**config.mk**
```make
export PLATFORM = sky130hd
export DESIGN_NAME = ps2_kbd
export DESIGN_NICKNAME = d
export VERILOG_FILES = /design/src/rtl/ps2_fifo.sv /design/src/rtl/ps2_kbd.sv
export SDC_FILE = /design/constraint.sdc
export NUM_CORES = 1
export LEC_CHECK = 0
export CORE_MARGIN = 2
export CORE_UTILIZATION = 35
export DETAILED_ROUTE_END_ITERATION = 10
export GPL_TIMING_DRIVEN = 0
export SYNTH_ARGS = -nofsm -noshare
export SYNTH_HDL_FRONTEND = slang
export SYNTH_SLANG_ARGS = --single-unit
```
**constraint.sdc**
```tcl
create_clock -name clk -period 2.3 [get_ports clk]
set_clock_uncertainty 0.1 [all_clocks]
set_input_delay 0.345 -clock clk [delete_from_list [all_inputs] [get_ports clk]]
set_output_delay 0.345 -clock clk [all_outputs]
set_load 0.01 [all_outputs]
```
**src/rtl/ps2_fifo.sv**
```systemverilog
// Synchronous scan-code FIFO for the PS/2 receiver.
// Extra pointer MSB distinguishes full from empty.
`timescale 1ns/1ps
module ps2_fifo #(
  parameter int DEPTH = 8,
  parameter int WIDTH = 8
) (
  input  logic             i_clk,
  input  logic             i_rst_n,
  input  logic             i_push,
  input  logic             i_pop,
  input  logic [WIDTH-1:0] i_wdata,
  output logic [WIDTH-1:0] o_rdata,
  output logic             o_full,
  output logic             o_empty
);

  localparam int AW = $clog2(DEPTH);

  logic [AW:0]      r_wrPtr;
  logic [AW:0]      r_rdPtr;
  logic [WIDTH-1:0] r_mem [DEPTH];
  logic             w_doPush;
  logic             w_doPop;

  assign o_empty  = (r_wrPtr == r_rdPtr);
  assign o_full   = (r_wrPtr[AW] != r_rdPtr[AW]) &&
                    (r_wrPtr[AW-1:0] == r_rdPtr[AW-1:0]);
  assign w_doPush = i_push & ~o_full;
  assign w_doPop  = i_pop & ~o_empty;
  assign o_rdata  = r_mem[r_rdPtr[AW-1:0]];

  always_ff @(posedge i_clk or negedge i_rst_n) begin
    if (!i_rst_n) begin
      r_wrPtr <= '0;
      r_rdPtr <= '0;
      for (int i = 0; i < DEPTH; i++) r_mem[i] <= '0;
    end else begin
      if (w_doPush) begin
        r_mem[r_wrPtr[AW-1:0]] <= i_wdata;
        r_wrPtr <= r_wrPtr + (AW+1)'(1);
      end
      if (w_doPop) r_rdPtr <= r_rdPtr + (AW+1)'(1);
    end
  end

endmodule

```
**src/rtl/ps2_kbd.sv**
```systemverilog
// Receive-only PS/2 keyboard port: line filtering, frame deserialiser,
// scan-code FIFO and a two-register status/data CPU interface.
`timescale 1ns/1ps
module ps2_kbd #(
  parameter int FIFO_DEPTH = 8,
  parameter int FILT_LEN   = 8,
  parameter int TIMEOUT    = 16000
) (
  input  logic       clk,
  input  logic       rst_n,
  input  logic       cs,
  input  logic       we,
  input  logic       rs,
  input  logic       rdy,
  input  logic [7:0] din,
  output logic [7:0] dout,
  input  logic       ps2_clk,
  input  logic       ps2_dat,
  output logic       irq
);

  localparam int STAT_NE   = 0;
  localparam int STAT_OVR  = 1;
  localparam int STAT_PERR = 2;
  localparam int STAT_FERR = 3;
  localparam int STAT_IEN  = 6;
  localparam int STAT_IRQ  = 7;
  localparam int CTRL_IEN  = 0;
  localparam int CTRL_CLR  = 1;

  localparam int FW = (FILT_LEN > 1) ? $clog2(FILT_LEN) : 1;
  localparam logic [FW-1:0] FILT_MAX = FW'(FILT_LEN - 1);
  localparam int TW = $clog2(TIMEOUT);
  localparam logic [TW-1:0] TMO_MAX = TW'(TIMEOUT - 1);

  typedef enum logic [1:0] {
    ST_IDLE,
    ST_DATA,
    ST_PARITY,
    ST_STOP
  } rxState_t;

  // Line conditioning: index 0 is the PS/2 clock, index 1 is data.
  logic [1:0]    w_pins;
  logic [1:0]    r_meta;
  logic [1:0]    r_sync;
  logic [1:0]    r_filt;
  logic [FW-1:0] r_fcnt [2];
  logic          r_clkFiltD;
  logic          w_strobe;
  logic          w_datBit;

  rxState_t      r_state, w_stateNext;
  logic [2:0]    r_bitCnt, w_bitCntNext;
  logic [7:0]    r_shift, w_shiftNext;
  logic          r_parBit, w_parBitNext;
  logic [TW-1:0] r_tmoCnt;
  logic          w_push;
  logic          w_setPerr;
  logic          w_setFerr;

  logic [7:0]    w_head;
  logic          w_full;
  logic          w_empty;
  logic          w_pop;
  logic          w_rdAccess;
  logic          w_ctrlWr;
  logic          w_clr;
  logic          w_ovrSet;
  logic [7:0]    w_status;
  logic          w_unusedDin;

  logic          r_ovr;
  logic          r_perr;
  logic          r_ferr;
  logic          r_ien;
  logic          r_irq;
  logic [7:0]    r_dout;

  assign w_pins      = {ps2_dat, ps2_clk};
  assign w_strobe    = r_clkFiltD & ~r_filt[0];
  assign w_datBit    = r_filt[1];
  assign w_unusedDin = ^din[7:2];

  // A line only changes after FILT_LEN consecutive disagreeing samples.
  always_ff @(posedge clk or negedge rst_n) begin
    if (!rst_n) begin
      r_meta     <= 2'b11;
      r_sync     <= 2'b11;
      r_filt     <= 2'b11;
      r_fcnt[0]  <= '0;
      r_fcnt[1]  <= '0;
      r_clkFiltD <= 1'b1;
    end else begin
      r_meta     <= w_pins;
      r_sync     <= r_meta;
      r_clkFiltD <= r_filt[0];
      for (int i = 0; i < 2; i++) begin
        if (r_sync[i] == r_filt[i]) begin
          r_fcnt[i] <= '0;
        end else if (r_fcnt[i] == FILT_MAX) begin
          r_filt[i] <= r_sync[i];
          r_fcnt[i] <= '0;
        end else begin
          r_fcnt[i] <= r_fcnt[i] + FW'(1);
        end
      end
    end
  end

  always_ff @(posedge clk or negedge rst_n) begin
    if (!rst_n) begin
      r_state  <= ST_IDLE;
      r_bitCnt <= '0;
      r_shift  <= '0;
      r_parBit <= 1'b0;
      r_tmoCnt <= '0;
    end else begin
      r_state  <= w_stateNext;
      r_bitCnt <= w_bitCntNext;
      r_shift  <= w_shiftNext;
      r_parBit <= w_parBitNext;
      if (r_state == ST_IDLE || w_strobe) r_tmoCnt <= '0;
      else if (r_tmoCnt != TMO_MAX)       r_tmoCnt <= r_tmoCnt + TW'(1);
    end
  end

  always_comb begin
    w_stateNext  = r_state;
    w_bitCntNext = r_bitCnt;
    w_shiftNext  = r_shift;
    w_parBitNext = r_parBit;
    w_push       = 1'b0;
    w_setPerr    = 1'b0;
    w_setFerr    = 1'b0;
    if (r_state != ST_IDLE && !w_strobe && r_tmoCnt == TMO_MAX) begin
      w_stateNext = ST_IDLE;
      w_setFerr   = 1'b1;
    end else if (w_strobe) begin
      unique case (r_state)
        ST_IDLE: begin
          if (!w_datBit) begin
            w_stateNext  = ST_DATA;
            w_bitCntNext = '0;
          end
        end
        ST_DATA: begin
          w_shiftNext  = {w_datBit, r_shift[7:1]};
          w_bitCntNext = r_bitCnt + 3'd1;
          if (r_bitCnt == 3'd7) w_stateNext = ST_PARITY;
        end
        ST_PARITY: begin
          w_parBitNext = w_datBit;
          w_stateNext  = ST_STOP;
        end
        ST_STOP: begin
          // Odd parity: data bits plus parity bit must XOR to one.
          if (^{r_shift, r_parBit}) begin
            if (w_datBit) w_push = 1'b1;
          end else begin
            w_setPerr = 1'b1;
          end
          if (!w_datBit) w_setFerr = 1'b1;
          w_stateNext = ST_IDLE;
        end
        default: w_stateNext = ST_IDLE;
      endcase
    end
  end

  ps2_fifo #(
    .DEPTH (FIFO_DEPTH),
    .WIDTH (8)
  ) u_fifo (
    .i_clk   (clk),
    .i_rst_n (rst_n),
    .i_push  (w_push),
    .i_pop   (w_pop),
    .i_wdata (r_shift),
    .o_rdata (w_head),
    .o_full  (w_full),
    .o_empty (w_empty)
  );

  assign w_rdAccess = cs & ~we;
  assign w_pop      = w_rdAccess & rs & rdy & ~w_empty;
  assign w_ctrlWr   = cs & we & ~rs;
  assign w_clr      = w_ctrlWr & din[CTRL_CLR];
  assign w_ovrSet   = w_push & w_full;

  always_comb begin
    w_status            = '0;
    w_status[STAT_NE]   = ~w_empty;
    w_status[STAT_OVR]  = r_ovr;
    w_status[STAT_PERR] = r_perr;
    w_status[STAT_FERR] = r_ferr;
    w_status[STAT_IEN]  = r_ien;
    w_status[STAT_IRQ]  = r_irq;
  end

  // Clearing loses to a same-cycle set so no event can be missed.
  always_ff @(posedge clk or negedge rst_n) begin
    if (!rst_n) begin
      r_ovr  <= 1'b0;
      r_perr <= 1'b0;
      r_ferr <= 1'b0;
      r_ien  <= 1'b0;
      r_irq  <= 1'b0;
      r_dout <= '0;
    end else begin
      r_ovr  <= (r_ovr  & ~w_clr) | w_ovrSet;
      r_perr <= (r_perr & ~w_clr) | w_setPerr;
      r_ferr <= (r_ferr & ~w_clr) | w_setFerr;
      if (w_ctrlWr) r_ien <= din[CTRL_IEN];
      r_irq  <= r_ien & (~w_empty | r_ovr | r_perr | r_ferr);
      if (w_rdAccess) r_dout <= rs ? (w_empty ? 8'h00 : w_head) : w_status;
    end
  end

  assign dout = r_dout;
  assign irq  = r_irq;

endmodule

```
# --- After elaboration in Yosys (flattened, before gate mapping) ---
# Index checks and enable logic that the tools add are counted.
totals:
  register_bits: 126
  input_bits: 16
  wordCells: 137
op_classes:
  addsub: 6
  n_lt_le_gt_ge: 3
  eq_ne: 16
  mux: 34
  bitwise_logic: 32
  reduce_logical: 18
ops:
  columns: ["cell", "n"]
  rows:
  - ["$bwmux W64", 1]
  - ["$mux W8", 5]
  - ["$mux W14", 2]
  - ["$bmux W8 S3", 1]
  - ["$demux W8 S3", 1]
  - ["$and A1 B1 Y1", 15]
  - ["$mux W3", 5]
  - ["$add A14 B1 Y14 const B", 1]
  - ["$eq A14 B14 Y1 const B", 1]
  - ["$ne A14 B14 Y1 const B", 1]
  - ["$mux W1", 13]
  - ["$add A3 B1 Y3 const B", 3]
  - ["$eq A3 B3 Y1 const B", 3]
  - ["$not A1 Y1", 9]
  - ["$reduce_and A3 Y1", 3]
  - ["$reduce_xor A9 Y1", 1]
  - ["$add A4 B1 Y4 const B", 2]
  - ["$ge A4 B4 Y1 const B", 2]
  - ["$mux W2", 4]
  - ["$not A3 Y4", 2]
  - ["$pmux W2 S4", 1]
  - ["$reduce_bool A2 Y1", 4]
  - ["$or A1 B1 Y1", 6]
  - ["$pmux W3 S2", 1]
  - ["other kinds (16)", 22]

# --- Logic depth before layout (Yosys ltp) ---
# Gate-level depths: netlist of run 1.
depth:
  depth_word: 8
  depth_mapped: 7

# --- By module ---
# Synthesis of run 1 repeated with hierarchy kept, for this count alone.
hier_totals:
  hier_cells: 433
  area_unflattened_um2: 5936.9
by_module_without_submodules:
  columns: ["module", "instances", "cells_per_inst", "area_per_inst_um2", "seq_area_each_um2"]
  rows:
  - ["ps2_fifo", 1, 212, 3407.0, 1801.7]
  - ["ps2_kbd", 1, 221, 2529.9, 1360.1]

# --- Worst setup path before layout of run 1 ---
# OpenSTA, ideal clock, no wires.
synth_path:
  path_type: "flip-flop to flip-flop"
  start: "reg r_shift[6]"
  end: "reg u_fifo.r_mem[0] in the netlist's numbering"
  setup_time_ns: 0.125
  arrival_time_ns: 2.193
  setup_slack_ns: -0.118
  path_stages_with_launch: 7
  path_buffers: 1
  path_cell_list: "dfrtp_1 > xor2_1 > xnor3_2 > mux2i_4 > or4_1 > buf_6 > mux2_4"
synth_via:
  elab_chain_len: 6
synth_rtl:
  columns: ["element", "line", "text"]
  rows:
  - ["start: declaration", "ps2_kbd.sv:55", "logic [7:0] r_shift, w_shiftNext;"]
  - ["start signal: assignment", "ps2_kbd.sv:121", "r_shift <= w_shiftNext;"]
  - ["$reduce_xor A9 Y1", "ps2_kbd.sv:158", "if (^{r_shift, r_parBit}) begin"]
  - ["$mux W1", "ps2_kbd.sv:158", null]
  - ["$mux W1", "ps2_kbd.sv:140", "unique case (r_state)"]
  - ["$mux W1", "ps2_kbd.sv:139", "end else if (w_strobe) begin"]
  - ["$mux W1", "ps2_kbd.sv:136", "if (r_state != ST_IDLE && !w_strobe && r_tmoCnt == TMO_MAX) begin"]
  - ["$and A1 B1 Y1", "ps2_fifo.sv:29", "assign w_doPush = i_push & ~o_full;"]
  - ["end signal: indexed assignment", "ps2_fifo.sv:40", "r_mem[r_wrPtr[AW-1:0]] <= i_wdata;"]
  - ["end: declaration", "ps2_fifo.sv:22", "logic [WIDTH-1:0] r_mem [DEPTH];"]
# Every way passes these cells.
# A chain may end at the register's enable or synchronous reset.

# --- Final worst setup path of run 1 ---
layout_path:
  start: "reg r_shift[5]"
  end: "reg u_fifo.r_mem[1] in the netlist's numbering"
# The elaborated chain is that of the path after synthesis.

==> summary.md, run 1 <==
| Metric | Value |
|---|---|
| Final nets | 521 |
| Via Count | roughly 3600 |
| RSZ-0062 raised after global routing | true |
| Die area | approximately 18000 µm² |
| Delay-heaviest family, CP | XOR/XNOR gates |
| Clk buf depth | 2 |
| Cell count after synthesis | ~440 |
| Synth top area cells | dfrtp_1 49%, mux2_2 8.9%, mux2_4 5.9% |
| Total track usage | between 10 and 15% |
| Crit end category | flip-flop |
| Clk Latency, worst-skew pair | 0.41 ns |
| Initial Utilization | between 30% and 40% |
| Layout cell share with drive strength beyond 1 | between 30% and 40% |
| Row count | between 40 and 50 |
| Post-DP HPWL | just under 8 mm |
| Initial DRT Pass Iterations | 4 |
| Post-synth top area share | approximately 49% |
| Synth Register Bits | roughly 130 |
| Peak fanout along the critical path | 9 |
| Num CTS Buffers | 17 |
| Leading area contributor after synthesis | dfrtp_1 |
| Pwr dens | around 800 nW/µm² |
| Fmax | between 400 and 500 MHz |
| Post-synthesis cell area | between 6000 and 7000 µm² |
| WL per Instance | roughly 17 µm |
| VDD IR-drop max | roughly 0.00047 V |
| Register share of total power | between 40 and 50% |
| Largest net degree at the start of global routing | between 90 and 100 |
| WP buf/inv | 1 |
| Die H | 136 µm |
| R2R cell count | 6 |
| R2r endpoint | u_fifo.r_mem[1] |
| Synth async-reset ratio | 100% |
| Power Internal | about 4.4 mW |
| Tcrit/Tclk final | 108% |
| # fillers | between 1500 and 2000 |
| Post-Route Utilization | between 40% and 50% |
| Violated checks | negative setup slack |
| Status | finished, violations left |
| WP data required | roughly 2.5 ns |
| Syn Area/Cell | 13.8 µm² |
| Reg2Reg Launch Point | r_shift[5] |
| Final Critical Period | 2.48 ns |
| TritonCTS clock tree | built |
| Total congestion overflow | 0 |
| Worst hold slack | between 0.2 and 0.25 ns |
| Port Buffers | 18 |
| CP startpoint | r_shift[5] |
| R2r setup slk | -0.18 ns |
| Fin. Hold Viols | 0 |
| Final worst setup slack | -0.177 ns |
| Setup TNS | -8.14 ns |
| Arr. time, crit path | approximately 2.7 ns |
| Leakage | between 3 and 4 nW |
| Final setup fails | 65 |
| # DRC | 0 |
| Yosys warns | 0 |
| DRT iter0 DRCs | around 160 |
| RD Place Congestion | between 0.7 and 0.8 |
| Worst Tran Pin Value | 0.726 ns |
| Final wirelength | around 13 mm |
| Setup CP Type | reg2reg |
| I/O Pins | 25 |
| Core area | roughly 17000 µm² |
| Vias per cell | approximately 4.9 |
| Vias in the first global route | 3795 |
| Unique masters post-synth | 51 |
| Clock Power Share | 40.8% |
| H-tree Lvls | 4 |
| First-pass GRT wire length | about 21 mm |
| TritonCTS sink count | around 130 |
| Synth Net Count | around 470 |
| Critical path launch point type | flip-flop |
| Synth Flop Type | dfrtp_1 |
| End of the critical path | u_fifo.r_mem[1] |
| Worst path slowest cell | or4_4 |
| Power share of the combinational group | between 15 and 20% |
| Seq/Total Area, Yosys | 52.1% |
| Die X | between 100 and 150 µm |
| Slew margin rel. | 51.6% |
| Ant. Diodes | 0 |
| Pins Over Slew Limit | 0 |
| Sw frac | 26.5% |
| Routed Antenna Nets | 0 |
| Layout Area Growth over Synthesis | 23.1% |
| CTS clk-pin slew, worst paths | around 0.050 ns |
| Worst path depth | 6 |
| EDFF count, synth | 0 |
| Peak per-stage delay on the critical path | between 0.5 and 0.6 ns |
| Initial antenna violation count | 0 |
| Ordered cell list for the critical path | xor2_1 > xnor3_2 > mux2i_4 > or4_4 > buf_12 > mux2_4 |
| Clk root buf | clkbuf_16 |
| # Max-Cap Violations | 0 |
| Psw | between 1.5 and 2 mW |
| Hold/Removal Path Class | in2reg |
## power by group through the flow
stage          clock [mW]  sequential (mW)  combinational, mW
3_5_place_dp            0             2.59              0.908
6_report             2.43             2.58              0.949
2_1_floorplan           0             2.56              0.632
3_3_place_gp            0             2.58              0.865
5_1_grt              2.58             2.60               1.07
4_1_cts              2.48             2.58              0.940
## worst register-to-register path: stages (launching register included)
cell and delay (ns):
dfrtp_1 0.38, xor2_1 0.16, xnor3_2 0.49, mux2i_4 0.23, or4_4 0.51, buf_12 0.18, mux2_4 0.30
## placed cells by master (no fill, tap or decap), types with 9 or more instances in the layout
master,count
xor2_1,10
clkbuf_1,17
mux2_4,57
mux2_2,23
mux4_2,16
buf_6,11
nor2_1,20
mux2i_1,9
ha_1,13
clkbuf_16,17
xnor2_1,14
nand3_1,10
clkdlybuf4s50_1,17
buf_4,10
dfrtp_1,119
nand2_1,21
## cells by family after synthesis
| family | count (synthesis) | synth area share [%] |
|---|---|---|
| AO/OA/AOI/OAI | 27 | 3.18 |
| multiplexers | 106 | 24.1 |
| buffers and inverters | 32 | 2.66 |
| flip-flops | 126 | 52.1 |
| adder cells (fa/ha/maj) | 14 | 2.89 |
| XOR/XNOR | 31 | 5.20 |
| AND/OR/NAND/NOR | 103 | 9.82 |
## synth_stat cells (8+ instances only)
master    number
dfrtp_1      119
nand2_1       21
xor2_1        10
nand3_1       10
mux2_4        24
ha_1          14
mux2_1         8
clkbuf_1      14
mux2i_1        9
mux4_2        16
mux2_2        48
xnor2_1       18
nor2_1        22
## cell type report
type,count,area [µm²],area share [%]
clock buffers,27,513,6.87
well taps,225,282,3.77
clock inverters,5,30.0,0.402
multi-input cells,281,2920,39.1
plain buffers,24,166,2.23
repair buffers,35,370,4.96
flip-flops and latches,126,3160,42.3
inverters,6,22.5,0.302
## routing by layer
layer	up-vias	routed length, µm	track usage, %
met5	-	0	0
met4	0	184	5.44
met3	15	303	3.29
met2	39	6090	23.8
met1	1847	5940	19.8
li1	1685	-	-
## state kept, by name, indices dropped and copies added (netlist names), 3 cells and up
register and cells:
r_bitCnt 3, dout 8, u_fifo.r_rdPtr 4, r_tmoCnt 14
u_fifo.r_mem 64, r_shift 8, r_fcnt 6, u_fifo.r_wrPtr 4
## metrics by stage
step / power, mW / worst slack, ns / instance area [µm²] / std cells
floorplan: 3.19 / -0.118 / 6070 / 439
global placement: 3.45 / -4.06 / 6530 / 682
detailed placement: 3.50 / -0.583 / 6560 / 683
CTS: 6.00 / -0.166 / 7430 / 729
global route: 6.26 / -0.260 / 7470 / 729
finish: 5.96 / -0.177 / 7470 / 729
## worst min-delay path by stage
stage | from | to | cells past startpoint
after floorplan | rst_n | dout[0] | 0
after global placement | r_meta[0] | r_sync[0] | 0
after detailed placement | rst_n | r_tmoCnt[3] | 1
after CTS | ps2_dat | r_meta[1] | 1
after global routing | ps2_dat | r_meta[1] | 1
final | ps2_dat | r_meta[1] | 1
## repair_timing
action | in CTS | in global routing
hold buffers | 1 | 0
pin swaps | 7 | 3
setup buffers | 14 | 1
resized for setup | 54 | 10
endpoints found under the setup margin | 73 | 70
cloned | 0 | 0
hold endpoints to repair | 27 | 0
Note: power is estimated with default switching activity, not from simulation.
==> run 2, diff against run 1 <==
--- a/config.mk
+++ b/config.mk
@@ -9,6 +9,7 @@
 export CORE_UTILIZATION = 35
 export DETAILED_ROUTE_END_ITERATION = 10
 export GPL_TIMING_DRIVEN = 0
+export PLACE_DENSITY = 0.59
 export SYNTH_ARGS = -nofsm -noshare
 export SYNTH_HDL_FRONTEND = slang
 export SYNTH_SLANG_ARGS = --single-unit
==> summary.md, run 2 (synthesis results as in run 1) <==
| Metric | Value |
|---|---|
| Placed insts | roughly 680 |
| Slew margin rel. | ~61% |
| Final Critical Period | 2.51 ns |
| Setup TNS | -9.42 ns |
| Ordered cell list for the critical path | xnor2_1 > xnor3_2 > mux2i_4 > or4_4 > buf_12 > mux2_4 |
| # DRC | 0 |
| TritonCTS sink count | roughly 130 |
| Violated checks | negative setup slack |
| Top Registers | u_fifo.r_mem (64), r_tmoCnt (14) |
| Setup WS pre-CTS | -0.587 ns |
| Worst path slowest cell | or4_4 |
| Delay-heaviest family, CP | XOR/XNOR gates |
| Peak per-stage delay on the critical path | just over 0.5 ns |
| Setup CP Type | reg2reg |
| Core area | around 17000 µm² |
| Finished Layout Cells | 723 |
| Pins Over Slew Limit | 0 |
| Routed Antenna Nets | 0 |
| VDD IR-drop max | about 0.00048 V |
| Layout cell share with drive strength beyond 1 | between 30% and 40% |
| WL per Instance | 18.0 µm |
| Clk Latency, worst-skew pair | 0.42 ns |
| RSZ-0062 raised after global routing | true |
| DRT iter0 DRCs | 197 |
| Fmax | 399 MHz |
| Ant. Diodes | 0 |
| Row count | 48 |
| WP buf/inv | 1 |
| Die H | 136 µm |
| Commonest non-fill, non-tap cell in the layout | dfrtp_1 |
| Pwr dens | about 850 nW/µm² |
| Post-DP HPWL | between 8 and 9 mm |
| Layout Area Growth over Synthesis | 23.5% |
| Die X | 136 µm |
| Crit end category | flip-flop |
| TritonCTS clock tree | built |
| Clk buf depth | 2 |
| Critical path launch point type | flip-flop |
| First-pass GRT wire length | 21.0 mm |
| Final wirelength | around 13 mm |
| I/O Pins | 25 |
| # Max-Cap Violations | 0 |
| RD Place Congestion | around 0.72 |
| WP data required | between 2 and 3 ns |
| Final nets | 515 |
| Vias in the first global route | 3830 |
| Total congestion overflow | 0 |
| CTS clk-pin slew, worst paths | roughly 0.06 ns |
| Clk root buf | clkbuf_16 |
| Worst Tran Pin Value | around 0.58 ns |
| Num CTS Buffers | 17 |
| Initial Utilization | between 30 and 40% |
| Leakage | 3.40 nW |
| Total track usage | 15.2% |
| Flip-flop count of the largest register after layout | 64 |
| Port Buffers | 18 |
| Initial antenna violation count | 0 |
| Peak fanout along the critical path | 9 |
| Largest net degree at the start of global routing | 84 |
| Tcrit/Tclk final | 109% |
| Most frequent cells in the layout | 119 x dfrtp_1, 48 x mux2_4, 24 x mux2_2 |
| Arr. time, crit path | ~2.7 ns |
| Post-Route Utilization | a little over two fifths |
| Status | finished, violations left |
| Initial DRT Pass Iterations | 4 |
| H-tree Lvls | 4 |
| Reg with most FFs | u_fifo.r_mem |
| Via Count | approximately 3700 |
| Fin. Hold Viols | 0 |
| Final setup fails | 65 |
| Vias per cell | about 5.1 |
| Final worst setup slack | -0.208 ns |
| Die area | roughly 18000 µm² |
| Hold/Removal Path Class | in2reg |
-- run 2: cell types whose count changed in the layout (fill, tap and decap cells not counted), moves of 4 or more --
cell       before  now
mux2_4         57   48
mux2_1          0    8
buf_6          11    4
clkbuf_1       17   12
buf_12          3    7
bufinv_16       0    4
-- run 2: timing repair --
item	in CTS	in global routing
hold buffers	1	0
pin swaps	4	3
setup endpoints to repair	73	72
endpoints found under the hold margin	43	0
setup buffers	8	1
resized for setup	14	37
cloned	0	0
-- run 2: path summary, 6_finish.rpt --
kind	from	endpoint	slack [ns]	cells after the start
max reg2reg	r_shift[3]	u_fifo.r_mem[7]	-0.21	6
min reg2reg	r_meta[1]	r_sync[1]	0.26	0
min in group asynchronous	rst_n	r_tmoCnt[4]	0.31	2
max	r_shift[3]	u_fifo.r_mem[7]	-0.21	6
min	ps2_clk	r_meta[0]	0.23	1
max in group asynchronous	rst_n	r_shift[2]	1.04	3
-- run 2: power by group --
part,internal (mW),switching (mW)
Combinational,0.417,0.497
Sequential,2.42,0.166
Clock,1.92,0.962
Total,4.76,1.63
-- run 2: through the flow --
stage	instance area [µm²]	power (mW)	hold WS [ns]
5_1_grt	7490	6.68	0.234
3_5_place_dp	6560	3.51	0.193
3_3_place_gp	6530	3.46	0.247
6_report	7490	6.38	0.227
2_1_floorplan	6070	3.19	-0.0506
4_1_cts	7370	6.45	0.211
-- run 2: layer usage --
metal / vias to the layer above / part of all wire (%) / track usage [%]
met5: - / 0 / 0
met2: 70 / 49 / 24.3
li1: 1669 / - / -
met1: 1933 / 45 / 19.9
met4: 0 / 1.9 / 6.19
met3: 17 / 5.0 / 3.70
-- run 2: layout make-up --
cell class / instances / area [µm²]
Fill cell: 1544 / 9620
Clock inverter: 10 / 159
Clock buffer: 22 / 484
Tap cell: 225 / 282
Sequential cell: 126 / 3160
Multi-Input combinational cell: 281 / 2870
Inverter: 6 / 22.5
Timing Repair Buffer: 29 / 340
Buffer: 24 / 173
-- run 2: worst reg2reg max path, cell delays in order, from the launching register on --
cell     delay, ns
dfrtp_1       0.40
xnor2_1       0.17
xnor3_2       0.50
mux2i_4       0.24
or4_4         0.51
buf_12        0.17
mux2_4        0.30
==> run 3, diff against run 2 <==
--- a/config.mk
+++ b/config.mk
@@ -13,3 +13,4 @@
 export SYNTH_ARGS = -nofsm -noshare
 export SYNTH_HDL_FRONTEND = slang
 export SYNTH_SLANG_ARGS = --single-unit
+export TNS_END_PERCENT = 30
==> summary.md, run 3 (synthesis results as in run 1) <==
| Metric | Value |
|---|---|
| Pins Over Slew Limit | 0 |
| Fin. Hold Viols | 0 |
| Total power | ~6.5 mW |
| Pwr dens | roughly 870 nW/µm² |
| Clk buf depth | 2 |
| Finished Layout Cells | around 730 |
| Reg with most FFs | u_fifo.r_mem |
| DRT iter0 DRCs | between 200 and 250 |
| Num CTS Buffers | 17 |
| Die area | roughly 18000 µm² |
| Clk Latency, worst-skew pair | roughly 0.41 ns |
| # Max-Cap Violations | 0 |
| Post-Route Utilization | 43.8% |
| VDD IR-drop max | about 0.00044 V |
| Core area | approximately 17000 µm² |
| Final wirelength | between 10 and 15 mm |
| RSZ-0062 raised after global routing | true |
| Placed insts | between 600 and 700 |
| Crit end category | flip-flop |
| Tcrit/Tclk final | 114% |
| # DRC | 0 |
| Critical path launch point type | flip-flop |
| I/O Pins | 25 |
| Final Critical Period | between 2 and 3 ns |
| Total track usage | 15.4% |
| RD Place Congestion | around 0.70 |
| Vias per cell | ~5.0 |
| Routed Antenna Nets | 0 |
| Die X | 136 µm |
| Top Registers | u_fifo.r_mem (64), r_tmoCnt (14) |
| H-tree Lvls | 4 |
| Flip-flop count of the largest register after layout | 64 |
| Clk root buf | clkbuf_16 |
| Hold EP | r_meta[0] |
| Violated checks | negative setup slack |
| Setup WS pre-CTS | -0.579 ns |
| Post-DP HPWL | roughly 8.3 mm |
| Status | finished, violations left |
| Uppermost layer routed | met4 |
| Row count | between 40 and 50 |
| TritonCTS sink count | between 100 and 150 |
| Min-delay src | ps2_clk |
| Final worst setup slack | -0.327 ns |
| Most frequent cells in the layout | 119 x dfrtp_1, 38 x mux2_2, 36 x mux2_4 |
| Peak fanout along the critical path | 9 |
| Initial Utilization | 35.4% |
| Leakage | about 3.4 nW |
| Layout cell share with drive strength beyond 1 | 34.0% |
| Wire length on met2 | around 6.4 mm |
| WL met1 | between 5 and 6 mm |
| Area of the multi-input gates | 2830 µm² |
| Ant. Diodes | 0 |
| Final nets | 520 |
| CTS clk-pin slew, worst paths | around 0.05 ns |
| Hold/Removal Path Class | in2reg |
| # fillers | 1518 |
| FF/Latch Area | 3160 µm² |
| Final setup fails | 65 |
| Placement Cell Area | approximately 6600 µm² |
| Largest net degree at the start of global routing | 65 |
| Port Buffers | 18 |
| Setup CP Type | reg2reg |
| R2r setup slk | -0.33 ns |
| Total congestion overflow | 0 |
| Via Count | roughly 3600 |
| Arr. time, crit path | between 2 and 3 ns |
| Worst hold slack | 0.237 ns |
| Cell area after layout | between 7000 and 8000 µm² |
| WP data required | about 2.5 ns |
| Setup TNS | -14.41 ns |
| Worst Tran Pin Value | approximately 0.70 ns |
| Initial antenna violation count | 0 |
| Slew margin rel. | between 50% and 60% |
| Layout Area Growth over Synthesis | 23.6% |
| Fmax | about 380 MHz |
| Vias in the first global route | ~3900 |
| TritonCTS clock tree | built |
| WL per Instance | approximately 18 µm |
| Met3 WL | 590 µm |
| Initial DRT Pass Iterations | 4 |
| Die H | around 140 µm |
| First-pass GRT wire length | roughly 21 mm |
| R2r endpoint | u_fifo.r_mem[0] |
| Commonest non-fill, non-tap cell in the layout | dfrtp_1 |
| R2R cell count | 7 |
| Hold depth | 1 |
| Reg2Reg Launch Point | r_shift[5] |
[run 3: layout make-up]
cell class,instances,share of cell area [%]
Buffer,25,2.39
Clock buffer,21,6.27
Clock inverter,11,2.49
Inverter,6,0.300
Multi-Input combinational cell,281,37.8
Sequential cell,126,42.2
Tap cell,225,3.75
Timing Repair Buffer,33,4.87
[run 3: worst max-delay path by stage]
stage / to / slack (ns) / from / cells past startpoint
floorplan: u_fifo.r_mem[0] / -0.12 / r_shift[6] / 6
global placement: u_fifo.r_mem[45] / -4.05 / rst_n / 1
detailed placement: u_fifo.r_mem[46] / -0.58 / r_filt[1] / 6
CTS: u_fifo.r_mem[0] / -0.32 / r_shift[6] / 7
global route: u_fifo.r_mem[1] / -0.40 / r_shift[5] / 7
finish: u_fifo.r_mem[0] / -0.33 / r_shift[5] / 7
[run 3: repair_timing]
item / in CTS / in global routing
setup buffers: 11 / 2
hold endpoints to repair: 55 / 0
gates resized for setup: 33 / 6
setup endpoints to repair: 74 / 73
pin swaps: 4 / 3
hold buffers: 1 / 0
[run 3: layer usage]
layer	up-vias	global-route usage, %
met2	57	24.5
met5	-	0
met3	14	4.83
li1	1683	-
met1	1866	20.0
met4	0	4.86
[run 3: critical path, cell delays in order, from the launching register on]
cell	delay, ns
dfrtp_1	0.39
xor2_1	0.15
xnor3_2	0.50
mux2i_4	0.25
buf_12	0.15
or4_4	0.49
buf_12	0.17
mux2_4	0.30
[run 3: power by group]
| part | internal (mW) | switching, mW | total, mW | leakage, nW |
|---|---|---|---|---|
| clock | 2.00 | 0.949 | 2.95 | 0.323 |
| sequential | 2.42 | 0.169 | 2.59 | 1.71 |
| combinational | 0.483 | 0.522 | 1.00 | 1.39 |
